### src/rtl/ili934x_pkg.sv
// ili934x_pkg
// Shared types for the ILI934x rectangle-fill engine.
//   state_e  : fill engine FSM states
//   mode_e   : pattern modes (value 3 is unnamed and treated as solid)
//   rgb565_t : one RGB565 pixel
//   coord_t  : 16-bit unsigned panel coordinate
//   clip_coord() saturates a coordinate to a maximum value.
package ili934x_pkg;

  typedef enum logic [1:0] {
    S_IDLE   = 2'd0,
    S_SETW   = 2'd1,
    S_START  = 2'd2,
    S_STREAM = 2'd3
  } state_e;

  typedef enum logic [1:0] {
    MODE_SOLID     = 2'd0,
    MODE_CHECKER   = 2'd1,
    MODE_ROWSTRIPE = 2'd2
  } mode_e;

  typedef logic [15:0] rgb565_t;
  typedef logic [15:0] coord_t;

  function automatic coord_t clip_coord(input coord_t c, input coord_t limit);
    return (c > limit) ? limit : c;
  endfunction

endpackage

### src/rtl/ili934x_rect_fill_if.sv
// ili934x_rect_fill_if
// Link between the rectangle-fill engine and the low-level ILI934x driver.
//   win_set_stb              : one-cycle strobe, program column/page window
//   win_x0/win_y0/win_x1/win_y1 : window corners (valid from the strobe on)
//   stream_start             : one-cycle strobe, begin memory write
//   pix_data/pix_valid       : pixel stream, held until accepted
//   pix_ready                : driver accepts the pixel on valid&ready
// master = fill engine, slave = driver.
interface ili934x_rect_fill_if import ili934x_pkg::*; ();

  logic    win_set_stb;
  coord_t  win_x0;
  coord_t  win_y0;
  coord_t  win_x1;
  coord_t  win_y1;
  logic    stream_start;
  rgb565_t pix_data;
  logic    pix_valid;
  logic    pix_ready;

  modport master (
    output win_set_stb, win_x0, win_y0, win_x1, win_y1,
    output stream_start, pix_data, pix_valid,
    input  pix_ready
  );

  modport slave (
    input  win_set_stb, win_x0, win_y0, win_x1, win_y1,
    input  stream_start, pix_data, pix_valid,
    output pix_ready
  );

endinterface

### src/rtl/ili934x_pattern_gen.sv
// ili934x_pattern_gen
// Combinational pixel colour for absolute panel position (x, y).
//   x, y     : current pixel coordinate
//   mode     : pattern mode (solid / checker / row stripes, 3 = solid)
//   color_a  : primary colour
//   color_b  : secondary colour
//   data     : resulting RGB565 pixel
// Parameter CHK_LOG2: checker tile edge is 2^CHK_LOG2 pixels.
module ili934x_pattern_gen
  import ili934x_pkg::*;
#(
  parameter int CHK_LOG2 = 3
) (
  input  coord_t     x,
  input  coord_t     y,
  input  logic [1:0] mode,
  input  rgb565_t    color_a,
  input  rgb565_t    color_b,
  output rgb565_t    data
);

  // Only one bit of x and y matters per mode; fold the rest away.
  logic unused_bits;
  assign unused_bits = ^{x, y};

  always_comb begin
    data = color_a;
    case (mode)
      MODE_CHECKER:   data = (x[CHK_LOG2] ^ y[CHK_LOG2]) ? color_b : color_a;
      MODE_ROWSTRIPE: data = y[0] ? color_b : color_a;
      default:        data = color_a;
    endcase
  end

endmodule

### src/rtl/ili934x_rect_fill.sv
// ili934x_rect_fill
// Fills a rectangle on an ILI934x panel: programs the window, starts the
// memory write and streams one pixel per accepted valid/ready beat in
// row-major order.
//   clk, rst_n            : clock, asynchronous active-low reset
//   init_done             : driver initialised, requests allowed
//   req_stb               : request pulse with req_x0/y0/x1/y1, req_mode,
//                           color_a, color_b (all latched at accept)
//   abort                 : cancel the running request
//   busy                  : request in progress
//   done / aborted        : one-cycle completion pulse, aborted qualifies it
//   err                   : one-cycle reject pulse (out-of-range request)
//   drv                   : driver link (window, stream start, pixel stream)
// Build option: define ILI934X_RECT_CLIP_EN to clip out-of-range corners to
// the panel edge instead of rejecting the request.
module ili934x_rect_fill
  import ili934x_pkg::*;
#(
  parameter int X_RES    = 240,
  parameter int Y_RES    = 320,
  parameter int CHK_LOG2 = 3
) (
  input  logic       clk,
  input  logic       rst_n,
  input  logic       init_done,
  input  logic       req_stb,
  input  coord_t     req_x0,
  input  coord_t     req_y0,
  input  coord_t     req_x1,
  input  coord_t     req_y1,
  input  logic [1:0] req_mode,
  input  rgb565_t    color_a,
  input  rgb565_t    color_b,
  input  logic       abort,
  output logic       busy,
  output logic       done,
  output logic       aborted,
  output logic       err,
  ili934x_rect_fill_if.master drv
);

  localparam int     CNT_W = $clog2(X_RES * Y_RES + 1);
  localparam coord_t X_MAX = coord_t'(X_RES - 1);
  localparam coord_t Y_MAX = coord_t'(Y_RES - 1);

  state_e            state, state_d;
  coord_t            win_x0_q, win_y0_q, win_x1_q, win_y1_q;
  coord_t            cur_x, cur_y;
  logic [CNT_W-1:0]  rem_cnt;
  logic [1:0]        mode_q;
  rgb565_t           color_a_q, color_b_q;
  rgb565_t           gen_data;

  coord_t            cx0, cy0, cx1, cy1;
  coord_t            nx0, ny0, nx1, ny1;
  logic              range_bad;
  logic [CNT_W-1:0]  area;

  logic              accept, reject, xfer, last_xfer, done_d, aborted_d;

`ifdef ILI934X_RECT_CLIP_EN
  assign cx0       = clip_coord(req_x0, X_MAX);
  assign cx1       = clip_coord(req_x1, X_MAX);
  assign cy0       = clip_coord(req_y0, Y_MAX);
  assign cy1       = clip_coord(req_y1, Y_MAX);
  assign range_bad = 1'b0;
`else
  assign cx0       = req_x0;
  assign cx1       = req_x1;
  assign cy0       = req_y0;
  assign cy1       = req_y1;
  assign range_bad = (req_x0 > X_MAX) || (req_x1 > X_MAX) ||
                     (req_y0 > Y_MAX) || (req_y1 > Y_MAX);
`endif

  // Corners may arrive in any order; the window is always top-left first.
  assign nx0 = (cx0 <= cx1) ? cx0 : cx1;
  assign nx1 = (cx0 <= cx1) ? cx1 : cx0;
  assign ny0 = (cy0 <= cy1) ? cy0 : cy1;
  assign ny1 = (cy0 <= cy1) ? cy1 : cy0;

  // Corners are in range here, so the pixel count fits CNT_W bits.
  assign area = CNT_W'(nx1 - nx0 + 16'd1) * CNT_W'(ny1 - ny0 + 16'd1);

  // Next-state and pulse decode. A last beat that coincides with abort
  // still counts as a normal completion.
  always_comb begin
    state_d   = state;
    accept    = 1'b0;
    reject    = 1'b0;
    xfer      = 1'b0;
    last_xfer = 1'b0;
    done_d    = 1'b0;
    aborted_d = 1'b0;
    case (state)
      S_IDLE: begin
        if (req_stb && init_done) begin
          if (range_bad) begin
            reject = 1'b1;
          end else begin
            accept  = 1'b1;
            state_d = S_SETW;
          end
        end
      end
      S_SETW:  state_d = abort ? S_IDLE : S_START;
      S_START: state_d = abort ? S_IDLE : S_STREAM;
      S_STREAM: begin
        xfer      = drv.pix_ready;
        last_xfer = drv.pix_ready && (rem_cnt == CNT_W'(1));
        if (last_xfer || abort) state_d = S_IDLE;
      end
      default: state_d = S_IDLE;
    endcase
    if (state != S_IDLE) begin
      done_d    = last_xfer || abort;
      aborted_d = abort && !last_xfer;
    end
  end

  // State register and status pulses.
  always_ff @(posedge clk or negedge rst_n) begin
    if (!rst_n) begin
      state   <= S_IDLE;
      done    <= 1'b0;
      aborted <= 1'b0;
      err     <= 1'b0;
    end else begin
      state   <= state_d;
      done    <= done_d;
      aborted <= aborted_d;
      err     <= reject;
    end
  end

  // Request latch and pixel walk: x advances first, wrapping to the next row.
  always_ff @(posedge clk or negedge rst_n) begin
    if (!rst_n) begin
      win_x0_q  <= '0;
      win_y0_q  <= '0;
      win_x1_q  <= '0;
      win_y1_q  <= '0;
      cur_x     <= '0;
      cur_y     <= '0;
      rem_cnt   <= '0;
      mode_q    <= '0;
      color_a_q <= '0;
      color_b_q <= '0;
    end else if (accept) begin
      win_x0_q  <= nx0;
      win_y0_q  <= ny0;
      win_x1_q  <= nx1;
      win_y1_q  <= ny1;
      cur_x     <= nx0;
      cur_y     <= ny0;
      rem_cnt   <= area;
      mode_q    <= req_mode;
      color_a_q <= color_a;
      color_b_q <= color_b;
    end else if (xfer) begin
      rem_cnt <= rem_cnt - CNT_W'(1);
      if (!last_xfer) begin
        if (cur_x == win_x1_q) begin
          cur_x <= win_x0_q;
          cur_y <= cur_y + 16'd1;
        end else begin
          cur_x <= cur_x + 16'd1;
        end
      end
    end
  end

  ili934x_pattern_gen #(
    .CHK_LOG2 (CHK_LOG2)
  ) u_pattern (
    .x       (cur_x),
    .y       (cur_y),
    .mode    (mode_q),
    .color_a (color_a_q),
    .color_b (color_b_q),
    .data    (gen_data)
  );

  // Strobes and valid decode straight from the state register, so reset
  // drops them without waiting for a clock edge.
  assign busy             = (state != S_IDLE);
  assign drv.win_set_stb  = (state == S_SETW);
  assign drv.stream_start = (state == S_START);
  assign drv.pix_valid    = (state == S_STREAM);
  assign drv.pix_data     = (state == S_STREAM) ? gen_data : '0;
  assign drv.win_x0       = win_x0_q;
  assign drv.win_y0       = win_y0_q;
  assign drv.win_x1       = win_x1_q;
  assign drv.win_y1       = win_y1_q;

endmodule
### src/flat_wrapper.sv
// flat-port wrapper written by rule: the top's interface ports become plain ports
module ili934x_rect_fill_flat import ili934x_pkg::*;
#(
  parameter int X_RES    = 240,
  parameter int Y_RES    = 320,
  parameter int CHK_LOG2 = 3
)
  (clk, rst_n, init_done, req_stb, req_x0, req_y0, req_x1, req_y1, req_mode, color_a, color_b, abort, busy, done, aborted, err, drv_win_set_stb, drv_win_x0, drv_win_y0, drv_win_x1, drv_win_y1, drv_stream_start, drv_pix_data, drv_pix_valid, drv_pix_ready);
  ili934x_rect_fill_if drv_i ();
  input  logic clk;
  input  logic rst_n;
  input  logic init_done;
  input  logic req_stb;
  input  coord_t req_x0;
  input  coord_t req_y0;
  input  coord_t req_x1;
  input  coord_t req_y1;
  input  logic [1:0] req_mode;
  input  rgb565_t color_a;
  input  rgb565_t color_b;
  input  logic abort;
  output logic busy;
  output logic done;
  output logic aborted;
  output logic err;
  output wire logic [$bits(drv_i.win_set_stb)-1:0] drv_win_set_stb;
  output wire logic [$bits(drv_i.win_x0)-1:0] drv_win_x0;
  output wire logic [$bits(drv_i.win_y0)-1:0] drv_win_y0;
  output wire logic [$bits(drv_i.win_x1)-1:0] drv_win_x1;
  output wire logic [$bits(drv_i.win_y1)-1:0] drv_win_y1;
  output wire logic [$bits(drv_i.stream_start)-1:0] drv_stream_start;
  output wire logic [$bits(drv_i.pix_data)-1:0] drv_pix_data;
  output wire logic [$bits(drv_i.pix_valid)-1:0] drv_pix_valid;
  input wire logic [$bits(drv_i.pix_ready)-1:0] drv_pix_ready;
  assign drv_win_set_stb = drv_i.win_set_stb;
  assign drv_win_x0 = drv_i.win_x0;
  assign drv_win_y0 = drv_i.win_y0;
  assign drv_win_x1 = drv_i.win_x1;
  assign drv_win_y1 = drv_i.win_y1;
  assign drv_stream_start = drv_i.stream_start;
  assign drv_pix_data = drv_i.pix_data;
  assign drv_pix_valid = drv_i.pix_valid;
  assign drv_i.pix_ready = drv_pix_ready;
  ili934x_rect_fill #(.X_RES(X_RES), .Y_RES(Y_RES), .CHK_LOG2(CHK_LOG2)) u_core (.clk(clk), .rst_n(rst_n), .init_done(init_done), .req_stb(req_stb), .req_x0(req_x0), .req_y0(req_y0), .req_x1(req_x1), .req_y1(req_y1), .req_mode(req_mode), .color_a(color_a), .color_b(color_b), .abort(abort), .busy(busy), .done(done), .aborted(aborted), .err(err), .drv(drv_i));
endmodule
### config.mk
export PLATFORM = sky130hd
export DESIGN_NAME = ili934x_rect_fill_flat
export DESIGN_NICKNAME = d
export VERILOG_FILES = /design/src/rtl/ili934x_pkg.sv /design/src/rtl/ili934x_rect_fill_if.sv /design/src/rtl/ili934x_pattern_gen.sv /design/src/rtl/ili934x_rect_fill.sv /design/src/flat_wrapper.sv
export SDC_FILE = /design/constraint.sdc
export NUM_CORES = 1
export LEC_CHECK = 0
export ABC_AREA = 1
export CAP_MARGIN = 25
export CORE_UTILIZATION = 58
export CTS_BUF_LIST = sky130_fd_sc_hd__clkbuf_8
export CTS_CLUSTER_DIAMETER = 150
export DETAILED_ROUTE_END_ITERATION = 10
export PLACE_DENSITY = 0.95
export SLEW_MARGIN = 20
export SYNTH_ARGS = -nofsm -noshare
export SYNTH_HDL_FRONTEND = slang
export SYNTH_SLANG_ARGS = --single-unit
export TNS_END_PERCENT = 5
### constraint.sdc
create_clock -name clk -period 2.4 [get_ports clk]
set_clock_uncertainty 0.15 [all_clocks]
set_input_delay 0.24 -clock clk [delete_from_list [all_inputs] [get_ports clk]]
set_output_delay 0.24 -clock clk [all_outputs]
set_load 0.03 [all_outputs]
==> flow_summary.toml, run 1 <==
[floorplanning]
die-width_um = 159
die_h_um = 159
rows = 56
initial_utilization = 0.599
num_io_pins = 191

[synth]
yosysMostFrequentCell = "nand2_1"
syn-cell-area_sq_mm = 0.0142
yosysTopAreaCell = "dfrtp_1"
synth_common_cells = "571 x nand2_1, 369 x inv_1, 156 x nor2_1"
postSynthCellCount = 1988
syn_nets = 2309
synth-seq-cells = 140
synthArstFlopShare = 1.00
synth_top_area_share = 0.246
yosys-top-cells-area = "dfrtp_1 25%, nand2_1 15%, fa_1 14%, ha_1 11%, inv_1 9.7%"
synth.avg_cell_area_sq_um = 7.15
seq_area_frac_synth = 0.246
synth_edf_count = 0
ys_warn_count = 0
synth_ff_type = "dfrtp_1"
ys_types = 50

[global_route]
grt_pass1_wl_um = 172000
grt_overflow_total = 1364
grt_pass1_vias = 25200
grt_start_max_net_pins = 64
track_usage = 0.935

[clock_network]
htree_levels = 4
cts_buffer_depth = 2
clock_sinks = 140
cts-root-buf = "clkbuf_8"
cts_made_buffers = 17

[placed_design]
dpl_cell_area_sq_mm = 0.0191
hpwl_um = 41900
gp_congestion = 0.992
portBuffers = 190

[status]
stop_error = "[ERROR GRT-0116] Global routing finished with congestion. Check the congestion regions in the DRC Viewer."
stop_stage = "global routing (5_1_grt)"
status = "did not finish"
==> stage by stage <==
stage               setup WS [ns]  utilization  cells  setup TNS [ns]  hold WS, ns
floorplan                   -5.09            -   1988          -59.02       -0.206
global placement            -6.27        0.802   2751         -128.55        0.117
detailed placement          -6.83        0.802   2751         -155.81        0.128
CTS                         -5.42        0.908   2859          -61.13        0.144
==> repair_timing <==
item	in CTS
setup endpoints to repair	136
gates resized for setup	566
hold buffers	1
hold endpoints to repair	60
pin swaps	148
setup buffers	75
cloned	4
==> layer usage <==
layer,overflow,GRT usage
met1,27,0.842
met2,915,1.16
met3,40,0.750
met4,377,1.08
met5,5,0.487
==> kinds of logic after synthesis <==
group	after synthesis	synth area share
xor gates and xnor gates	62	0.0411
and+or+nand+nor	884	0.255
buffers and inverters	428	0.114
AOI/OAI and AO/OA	257	0.102
DFF	140	0.246
adders and majority gates	217	0.242
==> inputs of run 2 (changes only) <==
--- a/config.mk
+++ b/config.mk
@@ -7,11 +7,9 @@
 export LEC_CHECK = 0
 export ABC_AREA = 1
 export CAP_MARGIN = 25
-export CORE_UTILIZATION = 58
-export CTS_BUF_LIST = sky130_fd_sc_hd__clkbuf_8
-export CTS_CLUSTER_DIAMETER = 150
+export CORE_UTILIZATION = 40
 export DETAILED_ROUTE_END_ITERATION = 10
-export PLACE_DENSITY = 0.95
+export PLACE_DENSITY_LB_ADDON = 0.15
 export SLEW_MARGIN = 20
 export SYNTH_ARGS = -nofsm -noshare
 export SYNTH_HDL_FRONTEND = slang
==> run 2 against run 1 <==
Net effect:
- the flow now finishes, with violations (setup timing)
- synthesized area unchanged
- synthesized cell count unchanged
==> flow_summary.toml, run 2 <==
[floorplanning]
core_sq_mm = 0.0348
num_io_pins = 191
die_h_um = 191
rows = 68
initial_utilization = 0.409
die-width_um = 191
die_area_sq_mm = 0.0363

[clock_network]
htree_levels = 4
cts-root-buf = "clkbuf_16"
cts_made_buffers = 17
insertion_delay_ns = 0.42
clk_pin_slew_worst_paths_ns = 0.06
cts_tree = "yes"
clock_sinks = 140
cts_buffer_depth = 2

[final_layout]
fill_cells = 2963
top_register = "u_core.rem_cnt"
final_nets = 2864
diodes = 0
layout_commonest_cell = "nand2_1"
syn2layout_area_growth_pct = 56.2
largest_register_ffs = 17
final_cell_mix = "512 x nand2_1, 371 x buf_4, 308 x inv_1"
drive_above_1_share = 0.319

[synth]
yosysMostFrequentCell = "nand2_1"
ys_warn_count = 0
yosys-top-cells-area = "dfrtp_1 25%, nand2_1 15%, fa_1 14%, ha_1 11%, inv_1 9.7%"
synth-seq-cells = 140
synth_ff_type = "dfrtp_1"
synth_common_cells = "571 x nand2_1, 369 x inv_1, 156 x nor2_1"
syn-cell-area_sq_mm = 0.0142
synth_top_area_share = 0.246
syn_nets = 2309
postSynthCellCount = 1988
synthArstFlopShare = 1.00
yosysTopAreaCell = "dfrtp_1"
synth.avg_cell_area_sq_um = 7.15
ys_types = 50
seq_area_frac_synth = 0.246
synth_edf_count = 0

[drt]
ant_nets = 0
first_iter_violations = 759
wl_per_cell_um = 15.2
wirelength_um = 45700
first_pass_iters = 6
vias_per_cell = 4.90
drc = 0
dr_total_vias = 14700

[setup_path]
crit_type = "in -> reg"
crit_path_start_kind = "input pin"
cp_slowest_cell = "fa_1"
cp_max_fo = 6
endpoint_kind = "flop"
cp_data_required_time_ns = 2.56
crit_path_start = "req_x1[15]"
cpPeakStageDelay_ns = 0.58
r2r_start = "u_core.rem_cnt[2]$_DFFE_PN0P_"
arrival_ns = 7.87

[placed_design]
gp_congestion = 0.891
portBuffers = 190
hpwl_um = 35800

[status]
status = "complete, but fails checks"
violations = "setup timing"

[sta]
maxSlewViolCount = 0
max_freq_mhz = 130
rsz0062_at_grt = "true"
tightest_slew_ns = 0.598
slew_headroom = 0.600
finalCriticalPeriod_ns = 7.71
finalHoldViolations = 0
finalCritPeriodShare = 3.21
tns_ns = -61.21
setup_slack_ns = -5.31
setup_violations = 29

[global_route]
grt_pass1_wl_um = 71600
grt_pass1_vias = 14400
track_usage = 0.248
grt_overflow_total = 0
grt_start_max_net_pins = 56
antenna_found_initial = 0

[hold_path]
hold_path.class = "in -> async"

[job]
drv_cap = 0
## run 2: layout make-up
class                           count  area, sq um  share of cell area
Clock inverter                     12          186             0.00840
Multi-Input combinational cell   1420        10800               0.486
Tap cell                          455          569              0.0256
Sequential cell                   140         3500               0.158
Timing Repair Buffer              587         5250               0.236
Clock buffer                       19          443              0.0199
Inverter                          377         1460              0.0659
## run 2: critical path: cells and delay by family
| kind | cells | cell delay [ns] |
|---|---|---|
| AO/OA/AOI/OAI | 2 | 0.35 |
| XOR/XNOR | 2 | 0.46 |
| adder cells (fa/ha/maj) | 9 | 4.03 |
| buffers and inverters | 8 | 0.51 |
| AND/OR/NAND/NOR | 21 | 2.27 |
## run 2: cell families after synthesis
logic type | synth area share
adder cells (fa/ha/maj) | 0.242
AND/OR/NAND/NOR | 0.255
XOR/XNOR | 0.0411
AO/OA/AOI/OAI | 0.102
buffers and inverters | 0.114
flip-flops | 0.246
## run 2: worst paths after layout
path                                                     endpoint  slack (ns)  cells after the start
worst min register to register   u_core.drv.win_y0[9]$_DFFE_PN0P_        0.32                      2
min in group clk                 u_core.drv.win_y0[8]$_DFFE_PN0P_        0.17                      4
worst max-delay path               u_core.rem_cnt[16]$_DFFE_PN0P_       -5.31                     42
worst min-delay path            u_core.drv.win_y0[12]$_DFFE_PN0P_        0.17                      2
max in group asynchronous             u_core.cur_x[1]$_DFFE_PN0P_        1.19                      3
worst max register to register     u_core.rem_cnt[15]$_DFFE_PN0P_        0.08                     13
## run 2: what timing repair did
| item | 4_1_cts | 5_1_grt |
|---|---|---|
| hold buffers | 1 | 0 |
| endpoints found under the setup margin | 150 | 143 |
| hold endpoints to repair | 50 | 0 |
| setup buffers | 1 | 39 |
| pin swaps | 5 | 140 |
| gates resized for setup | 43 | 466 |
| gates cloned | 0 | 7 |
## run 2: stage by stage
step                      hold WS, ns  instances  area, sq um  setup WS [ns]   util
final                           0.171       3010        22200          -5.31  0.638
after global routing            0.191       3010        22200          -5.73  0.638
after CTS                       0.181       2964        20400          -5.76  0.585
after detailed placement       0.0540       2931        19600          -6.45  0.563
after global placement         0.0543       2931        19600          -6.26  0.563
after floorplan                -0.206       1988        14700          -5.09      -
## run 2: per-layer routing
metal  up-vias  routed length [um]  track usage
li1       7316                   -            -
met1      7013               20300        0.327
met2       374               22400        0.441
met3        44                2170       0.0263
met4         0                 788       0.0437
met5         -                   0            0
Power of run 2 is left out: the tool's default activity adds up to more than one toggle a clock period on the data nets, which glitch-free logic cannot reach.
